[config.mk]
export PLATFORM = sky130hd
export DESIGN_NAME = fc_layer_par_flat
export DESIGN_NICKNAME = d
export VERILOG_FILES = /design/src/rtl/fc_layer_par_if.sv /design/src/rtl/fc_layer_par.sv /design/src/flat_wrapper.sv
export SDC_FILE = /design/constraint.sdc
export NUM_CORES = 2
export LEC_CHECK = 0
export BUFFER_PORTS_ARGS = -buffer_cell sky130_fd_sc_hd__buf_2
export CORE_UTILIZATION = 40
export CTS_BUF_LIST = sky130_fd_sc_hd__clkbuf_8
export CTS_CLUSTER_SIZE = 24
export DETAILED_ROUTE_END_ITERATION = 7
export GPL_ROUTABILITY_DRIVEN = 0
export GPL_TIMING_DRIVEN = 0
export PLACE_DENSITY = 0.54
export SYNTH_ARGS = -nofsm -noshare
export SYNTH_HDL_FRONTEND = slang
export SYNTH_SLANG_ARGS = --single-unit
[constraint.sdc]
create_clock -name clk -period 94.3 [get_ports clk]
set_clock_uncertainty 0.2 [all_clocks]
set_input_delay 4.715 -clock clk [delete_from_list [all_inputs] [get_ports clk]]
set_output_delay 4.715 -clock clk [all_outputs]
set_load 0.01 [all_outputs]
[src/rtl/fc_layer_par_if.sv]
// fc_layer_par_if: bundle of the DMA weight-fetch and blob stream signals of
// the fully-connected layer engine.
//   master : the engine (drives req/start_addr/length, blob_din_rdy,
//            blob_dout*, err, fsm_state)
//   slave  : the surrounding system (DMA engineer, upstream producer and
//            downstream consumer)
// Handshakes:
//   dma_engineer_req is held high until it is sampled together with
//   dma_engineer_ack. A weight word moves on every cycle with
//   dma_engineer_dout_en = 1. An input element moves on a cycle with
//   blob_din_en = 1 and blob_din_rdy = 1, and blob_din_en is ignored while
//   blob_din_rdy = 0. An output element moves on a cycle with blob_dout_en = 1,
//   which only happens while blob_dout_rdy = 1. The *_eop flags mark the last
//   beat of each transfer.
// fsm_state is a debug copy of the engine's control state.
interface fc_layer_par_if #(
   parameter int DMA_DW  = 512,
   parameter int DIN_DW  = 16,
   parameter int DOUT_DW = 16
);
   logic               dma_engineer_req;
   logic               dma_engineer_ack;
   logic [26:0]        dma_engineer_start_addr;
   logic [26:0]        dma_engineer_length;
   logic [DMA_DW-1:0]  dma_engineer_dout;
   logic               dma_engineer_dout_en;
   logic               dma_engineer_dout_eop;
   logic [DIN_DW-1:0]  blob_din;
   logic               blob_din_en;
   logic               blob_din_eop;
   logic               blob_din_rdy;
   logic [DOUT_DW-1:0] blob_dout;
   logic               blob_dout_en;
   logic               blob_dout_eop;
   logic               blob_dout_rdy;
   logic               err;
   logic [1:0]         fsm_state;

   modport master (
      output dma_engineer_req, dma_engineer_start_addr, dma_engineer_length,
      input  dma_engineer_ack, dma_engineer_dout, dma_engineer_dout_en, dma_engineer_dout_eop,
      input  blob_din, blob_din_en, blob_din_eop,
      output blob_din_rdy,
      output blob_dout, blob_dout_en, blob_dout_eop,
      input  blob_dout_rdy,
      output err, fsm_state
   );

   modport slave (
      input  dma_engineer_req, dma_engineer_start_addr, dma_engineer_length,
      output dma_engineer_ack, dma_engineer_dout, dma_engineer_dout_en, dma_engineer_dout_eop,
      output blob_din, blob_din_en, blob_din_eop,
      input  blob_din_rdy,
      input  blob_dout, blob_dout_en, blob_dout_eop,
      output blob_dout_rdy,
      input  err, fsm_state
   );
endinterface

[src/rtl/fc_layer_par.sv]
// fc_layer_par: fully-connected layer engine with KPF parallel MAC lanes.
// Weights are fetched once after reset through the DMA engineer and stay
// resident. Each image is buffered (C_IN elements), then C_OUT outputs are
// computed KPF at a time (bias, shift, saturation, optional ReLU) and streamed
// out serially with backpressure.
// Ports:
//   clk  - clock
//   rst  - asynchronous active-high reset
//   bus  - fc_layer_par_if.master: DMA request/weight words, input blob
//          stream, output blob stream, sticky framing error, debug state
module fc_layer_par #(
   parameter int C_IN      = 64,
   parameter int C_OUT     = 10,
   parameter int KPF       = 2,
   parameter int WW        = 4,
   parameter int BW        = 8,
   parameter int DIN_DW    = 16,
   parameter int DOUT_DW   = 16,
   parameter int ACC_WIDTH = 40,
   parameter int W_Q       = 5,
   parameter int B_SHIFT   = 5,
   parameter int RELU      = 0,
   parameter int DMA_DW    = 512,
   parameter int START_ADDR = 1824,
   parameter logic [C_OUT*BW-1:0] BIAS_INIT = '0
) (
   input logic clk,
   input logic rst,
   fc_layer_par_if.master bus
);

   localparam int W_WORDS = (C_IN*C_OUT*WW + DMA_DW - 1) / DMA_DW;
   localparam int GROUPS  = C_OUT / KPF;
   localparam int SLICE   = KPF * WW;
   localparam int SPW     = DMA_DW / SLICE;   // lane slices per DMA word
   localparam int PW      = DIN_DW + WW;
   localparam int IAW     = (C_IN > 1)    ? $clog2(C_IN)    : 1;
   localparam int CW      = $clog2(C_IN + 3);
   localparam int WAW     = (W_WORDS > 1) ? $clog2(W_WORDS) : 1;
   localparam int GW      = (GROUPS > 1)  ? $clog2(GROUPS)  : 1;
   localparam int OW      = (C_OUT > 1)   ? $clog2(C_OUT)   : 1;
   localparam int SW      = (SPW > 1)     ? $clog2(SPW)     : 1;

   localparam logic signed [ACC_WIDTH-1:0] SAT_HI = (ACC_WIDTH'(1) <<< (DOUT_DW-1)) - 1;
   localparam logic signed [ACC_WIDTH-1:0] SAT_LO = -(ACC_WIDTH'(1) <<< (DOUT_DW-1));

   typedef enum logic [1:0] {LOAD_W = 2'd0, IN = 2'd1, COMP = 2'd2, OUT = 2'd3} state_t;
   state_t state_q, state_d;

   // storage
   logic [DMA_DW-1:0]        wram [W_WORDS];
   logic signed [DIN_DW-1:0] ibuf [C_IN];
   logic signed [DOUT_DW-1:0] obuf [C_OUT];

   // control
   logic           req_q, req_done, weights_valid, err_q;
   logic [WAW-1:0] wcnt;
   logic [IAW-1:0] in_cnt;
   logic [CW-1:0]  cyc;
   logic [GW-1:0]  grp;
   logic [OW-1:0]  out_idx;
   logic [WAW-1:0] rd_word;
   logic [SW-1:0]  rd_slot;
   logic           v1, first1, v2, first2;

   // datapath
   logic signed [DIN_DW-1:0]    din_rd;
   logic [SLICE-1:0]            w_rd;
   logic signed [PW-1:0]        prod [KPF];
   logic signed [ACC_WIDTH-1:0] acc  [KPF];

   logic din_rdy, load_beat, last_word, in_beat, last_in;
   logic issue, grp_end, last_grp, out_fire, last_out;

   assign din_rdy   = (state_q == IN) && weights_valid;
   assign load_beat = (state_q == LOAD_W) && bus.dma_engineer_dout_en;
   assign last_word = (wcnt == WAW'(W_WORDS-1));
   assign in_beat   = din_rdy && bus.blob_din_en;
   assign last_in   = (in_cnt == IAW'(C_IN-1));
   assign issue     = (state_q == COMP) && (cyc < CW'(C_IN));
   // Last cycle of a group: the accumulator holds the full sum for every lane.
   assign grp_end   = (state_q == COMP) && (cyc == CW'(C_IN+2));
   assign last_grp  = (grp == GW'(GROUPS-1));
   assign out_fire  = (state_q == OUT) && bus.blob_dout_rdy;
   assign last_out  = (out_idx == OW'(C_OUT-1));

   // Bias add, arithmetic shift, saturation and optional ReLU for one lane.
   function automatic logic signed [DOUT_DW-1:0] sat_res(
      input logic signed [ACC_WIDTH-1:0] a,
      input logic signed [BW-1:0]        b
   );
      logic signed [ACC_WIDTH-1:0] s;
      s = (a + (ACC_WIDTH'(b) <<< B_SHIFT)) >>> W_Q;
      if (RELU != 0 && s < 0) return '0;
      if (s > SAT_HI) return DOUT_DW'(SAT_HI);
      if (s < SAT_LO) return DOUT_DW'(SAT_LO);
      return DOUT_DW'(s);
   endfunction

   always_ff @(posedge clk or posedge rst) begin
      if (rst) state_q <= LOAD_W;
      else     state_q <= state_d;
   end

   always_comb begin
      state_d = state_q;
      bus.dma_engineer_req        = req_q;
      bus.dma_engineer_start_addr = 27'(START_ADDR);
      bus.dma_engineer_length     = 27'(W_WORDS);
      bus.blob_din_rdy            = din_rdy;
      bus.blob_dout_en            = out_fire;
      bus.blob_dout               = out_fire ? obuf[out_idx] : '0;
      bus.blob_dout_eop           = out_fire && last_out;
      bus.err                     = err_q;
      bus.fsm_state               = state_q;
      unique case (state_q)
         LOAD_W:  if (load_beat && last_word) state_d = IN;
         IN:      if (in_beat && last_in)     state_d = COMP;
         COMP:    if (grp_end && last_grp)    state_d = OUT;
         OUT:     if (out_fire && last_out)   state_d = IN;
         default: state_d = LOAD_W;
      endcase
   end

   always_ff @(posedge clk or posedge rst) begin
      if (rst) begin
         req_q         <= 1'b0;
         req_done      <= 1'b0;
         weights_valid <= 1'b0;
         err_q         <= 1'b0;
         wcnt          <= '0;
         in_cnt        <= '0;
         cyc           <= '0;
         grp           <= '0;
         out_idx       <= '0;
         rd_word       <= '0;
         rd_slot       <= '0;
         v1            <= 1'b0;
         first1        <= 1'b0;
         v2            <= 1'b0;
         first2        <= 1'b0;
      end else begin
         // One request per reset: raise, hold until acked, never again.
         if (state_q != LOAD_W) begin
            req_q <= 1'b0;
         end else if (!req_done) begin
            if (!req_q) begin
               req_q <= 1'b1;
            end else if (bus.dma_engineer_ack) begin
               req_q    <= 1'b0;
               req_done <= 1'b1;
            end
         end

         if (load_beat) begin
            if (bus.dma_engineer_dout_eop != last_word) err_q <= 1'b1;
            wcnt <= wcnt + 1'b1;
            if (last_word) weights_valid <= 1'b1;
         end

         if (in_beat) begin
            if (bus.blob_din_eop != last_in) err_q <= 1'b1;
            in_cnt <= last_in ? '0 : in_cnt + 1'b1;
         end

         if (state_q == IN) begin
            cyc     <= '0;
            grp     <= '0;
            rd_word <= '0;
            rd_slot <= '0;
         end

         if (state_q == COMP) begin
            cyc <= grp_end ? '0 : cyc + 1'b1;
            if (grp_end) grp <= last_grp ? '0 : grp + 1'b1;
         end

         // Slices are consumed in linear order across groups, so a running
         // word/slot pointer replaces the index multiply.
         if (issue) begin
            if (rd_slot == SW'(SPW-1)) begin
               rd_slot <= '0;
               rd_word <= rd_word + 1'b1;
            end else begin
               rd_slot <= rd_slot + 1'b1;
            end
         end

         v1     <= issue;
         first1 <= issue && (cyc == '0);
         v2     <= v1;
         first2 <= first1;

         if (out_fire) out_idx <= last_out ? '0 : out_idx + 1'b1;
      end
   end

   // Storage and MAC pipeline: read (1) -> product (1) -> accumulate (1).
   always_ff @(posedge clk) begin
      if (load_beat) wram[wcnt] <= bus.dma_engineer_dout;
      if (in_beat)   ibuf[in_cnt] <= bus.blob_din;
      if (issue) begin
         din_rd <= ibuf[cyc[IAW-1:0]];
         w_rd   <= wram[rd_word][rd_slot*SLICE +: SLICE];
      end
      for (int p = 0; p < KPF; p++) begin
         prod[p] <= PW'(din_rd) * PW'($signed(w_rd[p*WW +: WW]));
         if (v2) acc[p] <= first2 ? ACC_WIDTH'(prod[p]) : acc[p] + ACC_WIDTH'(prod[p]);
         if (grp_end)
            obuf[OW'(grp*KPF + p)] <= sat_res(acc[p], BIAS_INIT[(grp*KPF + p)*BW +: BW]);
      end
   end

endmodule
[src/flat_wrapper.sv]
// flat-port wrapper written by rule: the top's interface ports become plain ports
module fc_layer_par_flat 
#(
   parameter int C_IN      = 64,
   parameter int C_OUT     = 10,
   parameter int KPF       = 2,
   parameter int WW        = 4,
   parameter int BW        = 8,
   parameter int DIN_DW    = 16,
   parameter int DOUT_DW   = 16,
   parameter int ACC_WIDTH = 40,
   parameter int W_Q       = 5,
   parameter int B_SHIFT   = 5,
   parameter int RELU      = 0,
   parameter int DMA_DW    = 512,
   parameter int START_ADDR = 1824,
   parameter logic [C_OUT*BW-1:0] BIAS_INIT = '0
)
  (clk, rst, bus_dma_engineer_req, bus_dma_engineer_start_addr, bus_dma_engineer_length, bus_dma_engineer_ack, bus_dma_engineer_dout, bus_dma_engineer_dout_en, bus_dma_engineer_dout_eop, bus_blob_din, bus_blob_din_en, bus_blob_din_eop, bus_blob_din_rdy, bus_blob_dout, bus_blob_dout_en, bus_blob_dout_eop, bus_blob_dout_rdy, bus_err, bus_fsm_state);
  fc_layer_par_if #(.DMA_DW(DMA_DW), .DIN_DW(DIN_DW), .DOUT_DW(DOUT_DW)) bus_i ();
  input logic clk;
  input logic rst;
  output wire logic [$bits(bus_i.dma_engineer_req)-1:0] bus_dma_engineer_req;
  output wire logic [$bits(bus_i.dma_engineer_start_addr)-1:0] bus_dma_engineer_start_addr;
  output wire logic [$bits(bus_i.dma_engineer_length)-1:0] bus_dma_engineer_length;
  input wire logic [$bits(bus_i.dma_engineer_ack)-1:0] bus_dma_engineer_ack;
  input wire logic [$bits(bus_i.dma_engineer_dout)-1:0] bus_dma_engineer_dout;
  input wire logic [$bits(bus_i.dma_engineer_dout_en)-1:0] bus_dma_engineer_dout_en;
  input wire logic [$bits(bus_i.dma_engineer_dout_eop)-1:0] bus_dma_engineer_dout_eop;
  input wire logic [$bits(bus_i.blob_din)-1:0] bus_blob_din;
  input wire logic [$bits(bus_i.blob_din_en)-1:0] bus_blob_din_en;
  input wire logic [$bits(bus_i.blob_din_eop)-1:0] bus_blob_din_eop;
  output wire logic [$bits(bus_i.blob_din_rdy)-1:0] bus_blob_din_rdy;
  output wire logic [$bits(bus_i.blob_dout)-1:0] bus_blob_dout;
  output wire logic [$bits(bus_i.blob_dout_en)-1:0] bus_blob_dout_en;
  output wire logic [$bits(bus_i.blob_dout_eop)-1:0] bus_blob_dout_eop;
  input wire logic [$bits(bus_i.blob_dout_rdy)-1:0] bus_blob_dout_rdy;
  output wire logic [$bits(bus_i.err)-1:0] bus_err;
  output wire logic [$bits(bus_i.fsm_state)-1:0] bus_fsm_state;
  assign bus_dma_engineer_req = bus_i.dma_engineer_req;
  assign bus_dma_engineer_start_addr = bus_i.dma_engineer_start_addr;
  assign bus_dma_engineer_length = bus_i.dma_engineer_length;
  assign bus_i.dma_engineer_ack = bus_dma_engineer_ack;
  assign bus_i.dma_engineer_dout = bus_dma_engineer_dout;
  assign bus_i.dma_engineer_dout_en = bus_dma_engineer_dout_en;
  assign bus_i.dma_engineer_dout_eop = bus_dma_engineer_dout_eop;
  assign bus_i.blob_din = bus_blob_din;
  assign bus_i.blob_din_en = bus_blob_din_en;
  assign bus_i.blob_din_eop = bus_blob_din_eop;
  assign bus_blob_din_rdy = bus_i.blob_din_rdy;
  assign bus_blob_dout = bus_i.blob_dout;
  assign bus_blob_dout_en = bus_i.blob_dout_en;
  assign bus_blob_dout_eop = bus_i.blob_dout_eop;
  assign bus_i.blob_dout_rdy = bus_blob_dout_rdy;
  assign bus_err = bus_i.err;
  assign bus_fsm_state = bus_i.fsm_state;
  fc_layer_par #(.C_IN(C_IN), .C_OUT(C_OUT), .KPF(KPF), .WW(WW), .BW(BW), .DIN_DW(DIN_DW), .DOUT_DW(DOUT_DW), .ACC_WIDTH(ACC_WIDTH), .W_Q(W_Q), .B_SHIFT(B_SHIFT), .RELU(RELU), .DMA_DW(DMA_DW), .START_ADDR(START_ADDR), .BIAS_INIT(BIAS_INIT)) u_core (.clk(clk), .rst(rst), .bus(bus_i));
endmodule
==> flow_metrics.env <==
export IMPL_final_area_mm2=0.186
export IMPL_vias=88000
export IMPL_core_mm2=0.396
export IMPL_post_cts_buffers=0
export IMPL_holdBufCountCts=0
export IMPL_finalHoldViolCount=0
export IMPL_finalNetCount=10200
export IMPL_drv_slew=20
export IMPL_post_cts_resize_count=0
export IMPL_drc=0
export IMPL_clkSinkCount=3930
export IMPL_floorplan_initialDensity_pct=40.2
export IMPL_grt_pass1_vias=88100
export IMPL_clk_pin_slew_ps=50
export IMPL_synth_distinct_cells=83
export IMPL_power_density_mw_per_mm2=27.9
export IMPL_violations="max-capacitance violations, max-slew violations"
export IMPL_fp_dieArea_mm2=0.400
export IMPL_period_share_pct=12.0
export IMPL_drive_above_1_share_pct=33.8
export IMPL_globalRouteMet1Util_pct=34.4
export IMPL_final_cell_mix="3,848 x edfxtp_1, 1,062 x mux4_2, 681 x clkbuf_8, 667 x buf_2, 537 x buf_4"
export IMPL_wl_mm=529
export IMPL_busiest_layer="met2"
export IMPL_io_pins=613
export IMPL_grt_max_degree=65
export IMPL_crit_arrival_ps=6420
export IMPL_area_growth_pct=17.0
export IMPL_p_leak_uw=0.0621
export IMPL_worst_setup_path_start_kind="input port"
export IMPL_synthesis_area_mm2=0.159
export IMPL_met2_usage_pct=40.2
export IMPL_portBuffers=558
export IMPL_yosysWarnings=0
export IMPL_path_class="input port to primary output"
export IMPL_fmax_mhz=88.2
export IMPL_cts_made_buffers=655
export IMPL_htree_levels=6
export IMPL_place_hpwl_mm=383
export IMPL_grt_pass1_wl_mm=717
export IMPL_crit_path_end_kind="primary output"
export IMPL_syn_avg_cell_area_um2=20.9
export IMPL_hp_class="flip-flop to flip-flop"
export IMPL_rsz0062_at_grt="no"
export IMPL_maxCapViolations=2
export IMPL_status="complete, but fails checks"
export IMPL_die_h_um=632
export IMPL_root_buffer="clkbuf_8"
export IMPL_ant_nets=0
export IMPL_worstPathRequired_ps=89390
export IMPL_gr_total_overflow=0
export IMPL_met3_usage_pct=7.57
export IMPL_die_w_um=632
export IMPL_grt_antenna_before_repair=304
export IMPL_synth_edf_count=3848
export IMPL_clk_path_buf_depth=4
export IMPL_vdd_ir_drop_worst_mv=0.0236
export IMPL_grt_total_usage_pct=26.1
export IMPL_nFillCells=33400
export IMPL_post_dp_cell_area_mm2=0.174
export IMPL_ys_flop_type="edfxtp_1"
export IMPL_via_per_inst=5.75
export IMPL_setup_violations_final=0
export IMPL_rows=231
export IMPL_yosysSeqAreaShare_pct=73.9
export IMPL_drtIter0Drc=11600
export IMPL_wl_per_cell_um=34.5
export IMPL_mostFrequentLayoutCell="edfxtp_1"
export IMPL_worstMarginPinSlew_ps=1500
export IMPL_insertion_delay_ps=1310
export IMPL_synth_cells=7593
export IMPL_fin_setup_tns_ps=0
export IMPL_post_route_min_period_ps=11340
export IMPL_async_flop_share_pct=1.07
export IMPL_cts_tree="yes"
export IMPL_worstPathMaxFanout=9
export IMPL_ys_ff_latch=3930
export IMPL_dr_pass1_iters=6
export IMPL_slew_headroom_pct=-0.234
-- final timing paths --
| check | cells after the start | slack, ps | to | start |
|---|---|---|---|---|
| setup reg to reg | 11 | 87040 | u_core.w_rd[2]$_DFFE_PP_ | u_core.rd_slot[1]$_DFFE_PP0P_ |
| min in group asynchronous | 3 | 3340 | u_core.in_cnt[0]$_DFFE_PP0P_ | rst |
| max in group asynchronous | 3 | 90150 | u_core.wcnt[1]$_DFFE_PP0P_ | rst |
| hold / removal | 0 | 150 | u_core.v2$_DFF_PP0_ | u_core.v1$_DFF_PP0_ |
| setup / recovery | 6 | 82960 | bus_blob_dout_eop | bus_blob_dout_rdy |
| hold reg to reg | 0 | 150 | u_core.v2$_DFF_PP0_ | u_core.v1$_DFF_PP0_ |
-- worst max-delay path, stage by stage --
cell and delay (ps):
buf_2 80, nand2_1 220, inv_1 190, nand2_1 140, nor3b_1 810, buf_2 270
-- where the power goes --
part	leakage (uW)	internal (uW)	total, uW	switching (uW)
sequential	0.0356	2090	2150	60.5
combinational	0.0197	621	1640	1020
clock	0.00691	704	1400	697
-- routing by layer --
layer / up-vias / part of all wire [%] / wire length [um]
met5: - / 0.21 / 1110
met4: 176 / 4.6 / 24200
met2: 4808 / 46 / 244000
met1: 46400 / 38 / 203000
met3: 1198 / 11 / 55900
li1: 35400 / - / -
-- area by class of cell --
class,count,area [um2],area share (%)
flip-flops and latches,3930,117000,63.1
well taps,5242,6560,3.53
clock buffers,681,9370,5.04
plain buffers,426,2430,1.31
multi-input cells,3183,39200,21.1
diodes,146,365,0.196
repair buffers,1102,7810,4.20
clock inverters,494,2470,1.33
inverters,106,400,0.215
-- state kept, by name, summed over array words and instances (netlist names), 7 cells and up --
register / flops
u_core.acc: 80
u_core.cyc: 7
u_core.din_rd: 16
u_core.ibuf: 1024
u_core.obuf: 160
u_core.prod: 40
u_core.w_rd: 8
u_core.wram: 2560
-- through the flow --
step / utilization [%] / total power, uW / cells / setup WS [ps] / hold WS (ps)
global route: 47.0 / 5410 / 15300 / 82800 / 160
floorplan: - / 3300 / 7645 / 34670 / 131
CTS: 46.9 / 5200 / 15200 / 82910 / 150
finish: 47.0 / 5190 / 15300 / 82960 / 149
global placement: 42.6 / 4060 / 13400 / -8810 / 134
detailed placement: 43.9 / 3810 / 14000 / 82900 / 137
-- cell families (layout without fill, tap and decap cells) --
group | after synthesis | count (layout) | share of synthesized area (%)
DFF | 3930 | 3930 | 73.9
other | 2 | 200 | 0.00473
adders and majority gates | 233 | 233 | 2.16
buffers and inverters | 532 | 2809 | 1.76
and+or+nand+nor | 865 | 865 | 2.59
muxes | 1263 | 1263 | 16.3
xor gates and xnor gates | 108 | 108 | 0.595
AOI/OAI and AO/OA | 660 | 660 | 2.68
-- cell usage after synthesis (all sizes together) (27+ instances only) --
| master | count | area (um2) |
|---|---|---|
| a211oi | 65 | 493 |
| a21o | 52 | 390 |
| a21oi | 140 | 701 |
| and2 | 94 | 588 |
| and3 | 28 | 175 |
| buf | 269 | 1810 |
| clkbuf | 157 | 591 |
| dfrtp | 42 | 1050 |
| dfxtp | 40 | 801 |
| edfxtp | 3848 | 116000 |
| fa | 68 | 1360 |
| ha | 165 | 2060 |
| inv | 104 | 390 |
| mux2 | 38 | 428 |
| mux2i | 163 | 1630 |
| mux4 | 1062 | 23900 |
| nand2 | 303 | 1140 |
| nand3 | 57 | 285 |
| nand4 | 34 | 213 |
| nor2 | 185 | 694 |
| nor2b | 49 | 307 |
| nor3 | 27 | 135 |
| o21ai | 185 | 926 |
| o22ai | 33 | 206 |
| xnor2 | 71 | 622 |
| xor2 | 37 | 324 |
Note: power is estimated with default switching activity, not from simulation.
